File: src/rtl/switch_debounce.sv
// Two-flop synchronizer plus per-bit stability counter for the DIP switches.
// Produces debounced levels with registered one-cycle rise/fall strobes.
module switch_debounce #(
    parameter int unsigned N         = 4,
    parameter int unsigned DB_CYCLES = 240000
) (
    input  logic         clk,
    input  logic         reset,
    input  logic [N-1:0] sw_raw,
    output logic [N-1:0] sw_db,
    output logic [N-1:0] sw_rise,
    output logic [N-1:0] sw_fall,
    output logic         sw_changed
);

    localparam int unsigned CW   = $clog2(DB_CYCLES + 1);
    localparam logic [CW-1:0] TERM = CW'(DB_CYCLES - 1);

    logic [N-1:0]  s1;
    logic [N-1:0]  s2;
    logic [CW-1:0] cnt      [N];
    logic [CW-1:0] cnt_next [N];
    logic [N-1:0]  db_next;
    logic [N-1:0]  rise_next;
    logic [N-1:0]  fall_next;

    // Per-bit STABLE/PENDING decision: a mismatch counts up, a match restarts.
    always_comb begin
        db_next   = sw_db;
        rise_next = '0;
        fall_next = '0;
        for (int i = 0; i < int'(N); i++) begin
            cnt_next[i] = '0;
            if (s2[i] != sw_db[i]) begin
                if (cnt[i] == TERM) begin
                    db_next[i]   = s2[i];
                    rise_next[i] = s2[i];
                    fall_next[i] = ~s2[i];
                end else begin
                    cnt_next[i] = cnt[i] + CW'(1);
                end
            end
        end
    end

    always_ff @(posedge clk) begin
        if (reset) begin
            s1         <= '0;
            s2         <= '0;
            sw_db      <= '0;
            sw_rise    <= '0;
            sw_fall    <= '0;
            sw_changed <= 1'b0;
            for (int i = 0; i < int'(N); i++) begin
                cnt[i] <= '0;
            end
        end else begin
            s1         <= sw_raw;
            s2         <= s1;
            sw_db      <= db_next;
            sw_rise    <= rise_next;
            sw_fall    <= fall_next;
            sw_changed <= |{rise_next, fall_next};
            for (int i = 0; i < int'(N); i++) begin
                cnt[i] <= cnt_next[i];
            end
        end
    end

endmodule

File: config.mk
export PLATFORM = sky130hd
export DESIGN_NAME = switch_debounce
export DESIGN_NICKNAME = d
export VERILOG_FILES = /design/src/rtl/switch_debounce.sv
export SDC_FILE = /design/constraint.sdc
export NUM_CORES = 1
export LEC_CHECK = 0
export ABC_AREA = 0
export ABC_CLOCK_PERIOD_IN_PS = 2100
export CAP_MARGIN = 10
export CORE_ASPECT_RATIO = 0.75
export CORE_MARGIN = 2
export CORE_UTILIZATION = 45
export DETAILED_ROUTE_END_ITERATION = 12
export PLACE_DENSITY_LB_ADDON = 0.15
export RECOVER_POWER = 50
export SLEW_MARGIN = 20
export SYNTH_ARGS = -nofsm -noshare
export SYNTH_HDL_FRONTEND = slang
export SYNTH_SLANG_ARGS = --single-unit
export TNS_END_PERCENT = 1
File: constraint.sdc
create_clock -name clk -period 2.1 [get_ports clk]
set_input_delay 0.21 -clock clk [delete_from_list [all_inputs] [get_ports clk]]
set_output_delay 0.21 -clock clk [all_outputs]
set_load 0.05 [all_outputs]
## After elaboration in Yosys (flattened, before gate mapping)

Memories as Yosys holds them, arrays and structs flattened.
Index checks and enable logic that the tools add are counted.

- Add/subtract/negate cells: 4
- $mul: 0
- Divide/modulo/power cells: 0
- Order comparisons: 0
- Eq/ne operators: 8
- Shifts and indexed selects: 0
- Mux-type cells: 31
- Bitwise operators: 8
- Reductions and logical operators: 5

Operators with widths:

| operator | count |
|---|---|
| 2-to-1 mux 18 bit | 12 |
| adder 18 x 1 -> 18 bit (second input constant) | 4 |
| == test 18 bit (second input constant) | 4 |
| 2-to-1 mux 1 bit | 19 |
| AND reduction 2 bit | 4 |
| OR reduction 8 bit | 1 |
| inequality test 1 bit | 4 |
| NOT 1 bit | 4 |
| bitwise OR 1 bit | 4 |

- Register bits: 21
- Latch bits: 0
- RAM bits: 72
- Bits in read-only memories: 0
- Output and inout bits: 13
- Memories kept: 1

Memories:

| name | words | bits a word | read ports | clocked after memory_dff | wr ports | RTL line | source |
|---|---|---|---|---|---|---|---|
| cnt | 4 | 18 | 4 | 0 | 4 | 21 | `logic [CW-1:0] cnt [N];` |

## Logic depth before layout (Yosys ltp)

Gate-level depths: netlist of run 1.

- Depth in word-level cells: 4
- Gate-level depth with buffers: 6
- Mapped depth without buffers: 5

## Least setup slack after synthesis of run 1

Ideal clock, no wire load.

- Path kind: register to register
- From: memory cnt[2][10] (netlist bit)
- To: memory cnt[2][13] (netlist bit)
- Setup time: 115 ps
- Data arrival time: 1771 ps
- Data required time: 1985 ps
- Path slack: 215 ps
- Stages on the path, launching flop included: 6
- Period minus slack after synthesis: 1885 ps
- Path through: dfxtp_1 > or4_1 > or4_4 > o21ai_4 > buf_6 > nor2_1

RTL lines:

| what | RTL line |
|---|---|
| start: declaration | 21 |

==> summary.md, run 1 <==
| Metric | Value |
|---|---|
| Crit Reg-Reg Endpoint | cnt[0][16]$_SDFF_PP0_ |
| Status | completed |
| Port buffer count | 18 |
| H-tree level count | 3 |
| Core Area | about 8500 sq um |
| Hold WC Path Type | flop to flop |
| Routed WL | 7966 microns |
| Synth Area in Adders | 1.252% |
| Final setup viols | 0 |
| Via Count | 3234 |
| Hold Path Sink | s2[2]$_SDFF_PP0_ |
| CTS max path bufs | 2 |
| Drt pass-1 iters | 4 |
| Path depth of the worst reg2reg path | 5 |
| Initial core utilization | 46.87% |
| Largest family of logic cells by synthesized area | simple AND/OR/NAND/NOR gates |
| Reg-to-reg startpoint | cnt[0][0]$_SDFF_PP0_ |
| CTS resizes | 0 |
| XOR/XNOR Fraction of Synth Area | 12.05% |
| Synth-to-layout area growth | 17.09% |
| Compound-cell area share of the yosys netlist | roughly 5.2% |
| Final min period | 1946 ps |
| Gr usage total | 17.82% |
| Post-Syn Instances | 453 |
| Layout cells sized above 1 | 6.953% |
| Crit Path Class | flop to flop |
| Crit path required time | 2380 ps |
| Largest net degree at the start of global routing | 18 |
| Mux cell area share after synthesis | 0% |
| Final worst clock skew | around 5.6 ps |
| Final Max Slew Viols | 0 |
| Min-delay src | s1[2]$_SDFF_PP0_ |
| Post-synth EDFFs | 0 |
| Pwr Total | 3.603 mW |
| Fraction of registers with async set/reset | 0% |
| Fillers | 772 |
| Layout net count | 494 |
| Clock slew at reported path FFs | 70 ps |
| Main synth FF type | dfxtp_1 |
| Unrepaired setup endpoints after global routing | false |
| CP max FO | 5 |
| Rows | 29 |
| First-pass GRT wire length | 13910 microns |
| Total gr overflow | 0 |
| # diodes | 0 |
| Reg2Reg Setup Slack | 150 ps |
| Maximum clock rate | 0.5137 GHz |
| Initial DRC Count | 155 |
| Mean Syn Cell Area | 8.822 sq um |
| Die Width | approximately 110 microns |
| Syn_nets | 463 |
| Cts hold-fix bufs | 0 |
| Die H | 85.61 microns |
| Worst VDD drop | 0.0007192 V |
| TNS Setup | 0 ps |
| Share of the yosys chip area belonging to registers | about 47% |
| Final ANT Viol Nets | 0 |
| Synth Register Bits | between 90 and 100 |
| Critical Path End Type | flop |
| Pwr dens | around 770 nW/um^2 |
| Postcts setup bufs | 0 |
| Clock Root Buffer | clkbuf_16 |
| Leakage | 1.443 nW |
| Die ar. | 9658 sq um |
| WL/cell | ~13 microns |
| Clock Latency Late Sink | 340 ps |
| Post-Syn Area | 3996 sq um |
| Final hold vios | 0 |
| Number of global-route vias before repair | 3021 |
| Detailed Place HPWL | 5654 microns |
| Final Cycle Share | 92.69% |
| Via/cell ratio | 5.417 |
| Worst Path Arrival | 2220 ps |
| Yosys Warn Count | 0 |
| Initial antenna violation count | 0 |
| Worst Max-Slew Pin Slew | 498.6 ps |
| CTS tree | built |
| Max Cap Viol | 0 |
| Routability cong. | roughly 0.84 |
| Hold-critical path depth | 1 |
| Inserted Clock Buffers | 9 |
| Relative slew slack | ~66% |
| Synth Area in Simple Gates | 32.94% |
| Startpoint types | flop |
| I/O Pins | 19 |
| DRC viols | 0 |
| Yosys cell types | 43 |
| Clock Sinks | 93 |
[Yosys cell counts, drive strengths merged, types with 8 or more instances]
master / n / area share (%)
nand2: 24 / 2.3
nor3: 22 / 2.8
and2: 8 / 1.3
nand2b: 8 / 1.3
clkbuf: 8 / 0.75
dfxtp: 93 / 47
nor4: 11 / 1.7
nor2: 71 / 6.7
nand4: 32 / 5.0
a21oi: 16 / 2.0
xnor2: 32 / 7.0
o21ai: 11 / 1.8
nand3: 33 / 4.1
xor2: 23 / 5.0
nor2b: 8 / 1.3
[layout by cell type (no fill, tap or decap), types with 4 or more instances in the layout]
master and count:
nor4_1 11, buf_4 7, and3_1 7, xor2_1 23
or4_1 5, dfxtp_1 93, and2_1 6, ha_1 4
a21oi_1 16, nand3_1 33, o21ai_0 8, nor2_1 71
nor2b_1 8, inv_1 7, clkbuf_1 4, nand4_1 32
and4_1 5, dlygate4sd3_1 12, nand2b_1 8, nand2_1 24
nor3_1 22, xnor2_1 32, clkbuf_16 9, clkdlybuf4s50_1 6
[stage by stage]
stage | utilization (%) | cells | cell area [sq um] | setup WS (ps) | hold WS (ps)
2_1_floorplan | - | 453 | 3996 | 214.8 | 338.2
3_3_place_gp | 51.25 | 581 | 4370 | 226.5 | 420.1
3_5_place_dp | 51.25 | 581 | 4370 | 181.0 | 423.9
4_1_cts | 55.16 | 597 | 4703 | 164.2 | 438.5
5_1_grt | 54.88 | 597 | 4679 | 69.28 | 441.9
6_report | 54.88 | 597 | 4679 | 153.5 | 437.9
[kinds of logic after synthesis]
family                     count (synthesis)
buffers and inverters                     18
adders and majority gates                  4
xor gates and xnor gates                  55
DFF                                       93
AOI/OAI and AO/OA                         34
and+or+nand+nor                          249
[routing by layer]
layer	wire length, microns	vias up	track usage, %
met5	0	-	0
met4	78	0	5.876
met3	324	7	5.583
met2	3641	47	28.14
met1	3921	1511	23.38
li1	-	1669	-
[state kept, by name (all words and copies together) (netlist names)]
register / flops
s1: 4
sw_fall: 4
sw_changed: 1
cnt: 72
s2: 4
sw_db: 4
sw_rise: 4
[report_power, final]
group          total (mW)  switching (mW)  internal, mW
clock network        1.78           0.693          1.09
logic              0.0464          0.0249        0.0215
registers            1.78         0.00543          1.77
[area by class of cell]
cell class	instances	area [sq um]	area share [%]
multi-input cells	342	2051	43.82
flip-flops and latches	93	1862	39.79
repair buffers	31	272.8	5.829
clock buffers	10	239.0	5.107
well taps	108	135.1	2.888
clock inverters	6	93.84	2.005
inverters	7	26.28	0.5615
[worst max-delay path by stage]
stage | startpoint | cells after the start | end
final | cnt[0][0]$_SDFF_PP0_ | 5 | cnt[0][16]$_SDFF_PP0_
after global routing | cnt[0][0]$_SDFF_PP0_ | 5 | cnt[0][16]$_SDFF_PP0_
after floorplan | cnt[2][10]$_SDFF_PP0_ | 5 | cnt[2][13]$_SDFF_PP0_
after detailed placement | cnt[0][0]$_SDFF_PP0_ | 5 | cnt[0][16]$_SDFF_PP0_
after global placement | cnt[2][10]$_SDFF_PP0_ | 5 | cnt[2][17]$_SDFF_PP0_
after CTS | cnt[0][0]$_SDFF_PP0_ | 5 | cnt[0][16]$_SDFF_PP0_
[critical path, stage by stage, from the launching register on]
cell     delay [ps]
dfxtp_1         360
ha_1            250
nand3_1         180
or4_1           600
or3_1           370
a21oi_1         140
Power figures use the tool's default switching activity.
==> inputs of run 2 (changes only) <==
--- a/config.mk
+++ b/config.mk
@@ -10,11 +10,11 @@
 export CAP_MARGIN = 10
 export CORE_ASPECT_RATIO = 0.75
 export CORE_MARGIN = 2
-export CORE_UTILIZATION = 45
+export CORE_UTILIZATION = 53
 export DETAILED_ROUTE_END_ITERATION = 12
 export PLACE_DENSITY_LB_ADDON = 0.15
 export RECOVER_POWER = 50
-export SLEW_MARGIN = 20
+export SLEW_MARGIN = 30
 export SYNTH_ARGS = -nofsm -noshare
 export SYNTH_HDL_FRONTEND = slang
 export SYNTH_SLANG_ARGS = --single-unit
==> run 2 against run 1 <==
Total power shrank 17%. Global-route usage grew 1.8 points. Combinational power shrank 3%. Wire length shrank 5.0%. Final cell count shrank 2.3%. Design area shrank 3.8%. Maximum frequency shrank 0.28%. Sequential power is essentially flat. First-iteration DRC count shrank 28%. Highest routed layer unchanged.
==> summary.md, run 2 (synthesized netlist as in run 1, its figures left out) <==
| Metric | Value |
|---|---|
| Worst VDD drop | 0.0004291 V (was 0.0007192 V) |
| Layout net count | 490 (was 494) |
| Maximum clock rate | 0.5123 GHz (was 0.5137 GHz) |
| # diodes | 0 (unchanged) |
| Switching share of power | 19.93% (was 20.08%) |
| Crit path required time | 2330 ps (was 2380 ps) |
| Core Area | 7331 sq um (was 8527 sq um) |
| Inserted Clock Buffers | 9 (unchanged) |
| I/O Pins | 19 (unchanged) |
| Psw | 0.5935 mW (was 0.7233 mW) |
| Comb pwr share | 1.5% (was 1.3%) |
| Routed WL | 7566 microns (was 7966 microns) |
| Commonest non-fill, non-tap cell in the layout | dfxtp_1 (unchanged) |
| Final worst clock skew | 8.419 ps (was 5.629 ps) |
| Max reg flops | 72 (unchanged) |
| Relative slew slack | 38.27% (was 66.46%) |
| Final hold vios | 0 (unchanged) |
| Die ar. | 8258 sq um (was 9658 sq um) |
| Clock Root Buffer | clkbuf_8 (was clkbuf_16) |
| Fillers | 644 (was 772) |
| Cts hold-fix bufs | 0 (unchanged) |
| Clock power frac | 38.9% (was 49.4%) |
| Die Width | 104.3 microns (was 112.8 microns) |
| Status | completed (unchanged) |
| Reg power frac | 59.6% (was 49.4%) |
| Max Cap Viol | 0 (unchanged) |
| Port buffer count | 18 (unchanged) |
| Initial core utilization | 54.51% (was 46.87%) |
| H-tree level count | 3 (unchanged) |
| CTS resizes | 0 (unchanged) |
| CTS tree | built (unchanged) |
| Final setup viols | 0 (unchanged) |
| Total gr overflow | 0 (unchanged) |
| Detailed Place HPWL | 5255 microns (was 5654 microns) |
| DRC viols | 0 (unchanged) |
| Final Max Slew Viols | 0 (unchanged) |
| Unrepaired setup endpoints after global routing | false (unchanged) |
| Pre-CTS setup slack | 178.0 ps (was 181.0 ps) |
| Final ANT Viol Nets | 0 (unchanged) |
| Gr usage total | 19.61% (was 17.82%) |
| Worst Max-Slew Pin Slew | 926.0 ps (was 498.6 ps) |
| Clock Latency Late Sink | 350 ps (was 340 ps) |
| Crit Path Class | flop to flop (unchanged) |
| Pwr dens | 661.8 nW/um^2 (was 769.9 nW/um^2) |
| CP max FO | 17 (was 5) |
| Reg with most FFs | cnt (unchanged) |
| Largest net degree at the start of global routing | 24 (was 18) |
| CTS max path bufs | 2 (unchanged) |
| Postcts setup bufs | 0 (unchanged) |
| Final Cycle Share | 92.95% (was 92.69%) |
| Initial DRC Count | 112 (was 155) |
| Most frequent cells in the layout | dfxtp_1 (93), nor2_1 (71), nand3_1 (33) (unchanged) |
| Final min period | 1952 ps (was 1946 ps) |
| WL/cell | 12.98 microns (was 13.34 microns) |
| First-pass GRT wire length | 13080 microns (was 13910 microns) |
| Leakage | 1.364 nW (was 1.443 nW) |
| Via Count | 3194 (was 3234) |
| Startpoint types | flop (unchanged) |
| Final worst slack | 148.0 ps (was 153.5 ps) |
| Hold WC Path Type | input port to flop (was flop to flop) |
| Fin util | 61.39% (was 54.88%) |
| Routability cong. | 0.8282 (was 0.8387) |
| Synth-to-layout area growth | 12.62% (was 17.09%) |
| Clock slew at reported path FFs | 80 ps (was 70 ps) |
| Pwr Total | 2.978 mW (was 3.603 mW) |
| Placed Cells | 570 (was 581) |
| Layout cells sized above 1 | 5.809% (was 6.953%) |
| Initial antenna violation count | 0 (unchanged) |
| Critical Path End Type | flop (unchanged) |
| Die H | 79.20 microns (was 85.61 microns) |
| Clock Sinks | 93 (unchanged) |
| Layout Cells excl Fill | 583 (was 597) |
| TNS Setup | 0 ps (unchanged) |
| Rows | 27 (was 29) |
| Number of global-route vias before repair | 2851 (was 3021) |
| Drt pass-1 iters | 5 (was 4) |
| Internal power | 2.385 mW (was 2.879 mW) |
| Via/cell ratio | 5.479 (was 5.417) |
| Worst Path Arrival | 2190 ps (was 2220 ps) |
run 2: cell type report:
class	count	area, sq um	share of cell area [%]
multi-input combinational	342	2047	45.48
sequential	93	1862	41.37
timing repair buffer	27	252.7	5.616
clock buffer	11	151.4	3.364
tap	101	126.4	2.808
clock inverter	2	35.03	0.7784
inverter	7	26.28	0.5838
run 2: final timing paths:
| kind | to | start | depth (start not counted) | slack [ps] |
|---|---|---|---|---|
| setup / recovery | cnt[2][17]$_SDFF_PP0_ | cnt[2][10]$_SDFF_PP0_ | 5 | 150 |
| hold reg to reg | s2[1]$_SDFF_PP0_ | s1[1]$_SDFF_PP0_ | 1 | 440 |
| hold / removal | s1[0]$_SDFF_PP0_ | sw_raw[0] | 2 | 440 |
| setup reg to reg | cnt[2][17]$_SDFF_PP0_ | cnt[2][10]$_SDFF_PP0_ | 5 | 150 |
run 2: metrics by stage:
step           area, sq um  hold WS, ps
6_report              4501        440.1
5_1_grt               4501        414.0
4_1_cts               4518        421.7
3_5_place_dp          4332        426.9
3_3_place_gp          4332        417.5
2_1_floorplan         3996        338.2
run 2: power by group through the flow:
stage	Sequential, mW	Combinational [mW]	Clock, mW
after floorplan	1.82	0.0254	0
after global placement	1.82	0.0461	0
after detailed placement	1.82	0.0466	0
after CTS	1.78	0.0468	1.20
after global routing	1.78	0.0494	1.27
final	1.78	0.0448	1.16
run 2: worst max-delay path: stages (launching register included):
cell,delay [ps]
dfxtp_1,360
or4_1,550
or4_1,550
o21ai_4,170
buf_12,160
a21oi_1,40
run 2: metal layers:
layer	vias to the layer above	share of wire [%]	GRT usage (%)	wire, microns
li1	1652	-	-	-
met1	1475	51	26.11	3824
met2	65	44	30.33	3361
met3	2	4.6	7.307	350
met4	0	0.40	4.595	30
met5	-	0	0	0
==> inputs of run 3 (changes only) <==
--- a/config.mk
+++ b/config.mk
@@ -18,4 +18,3 @@
 export SYNTH_ARGS = -nofsm -noshare
 export SYNTH_HDL_FRONTEND = slang
 export SYNTH_SLANG_ARGS = --single-unit
-export TNS_END_PERCENT = 1
==> results of run 3 <==
The final DEF is identical to that of run 2; final timing and power are the same.
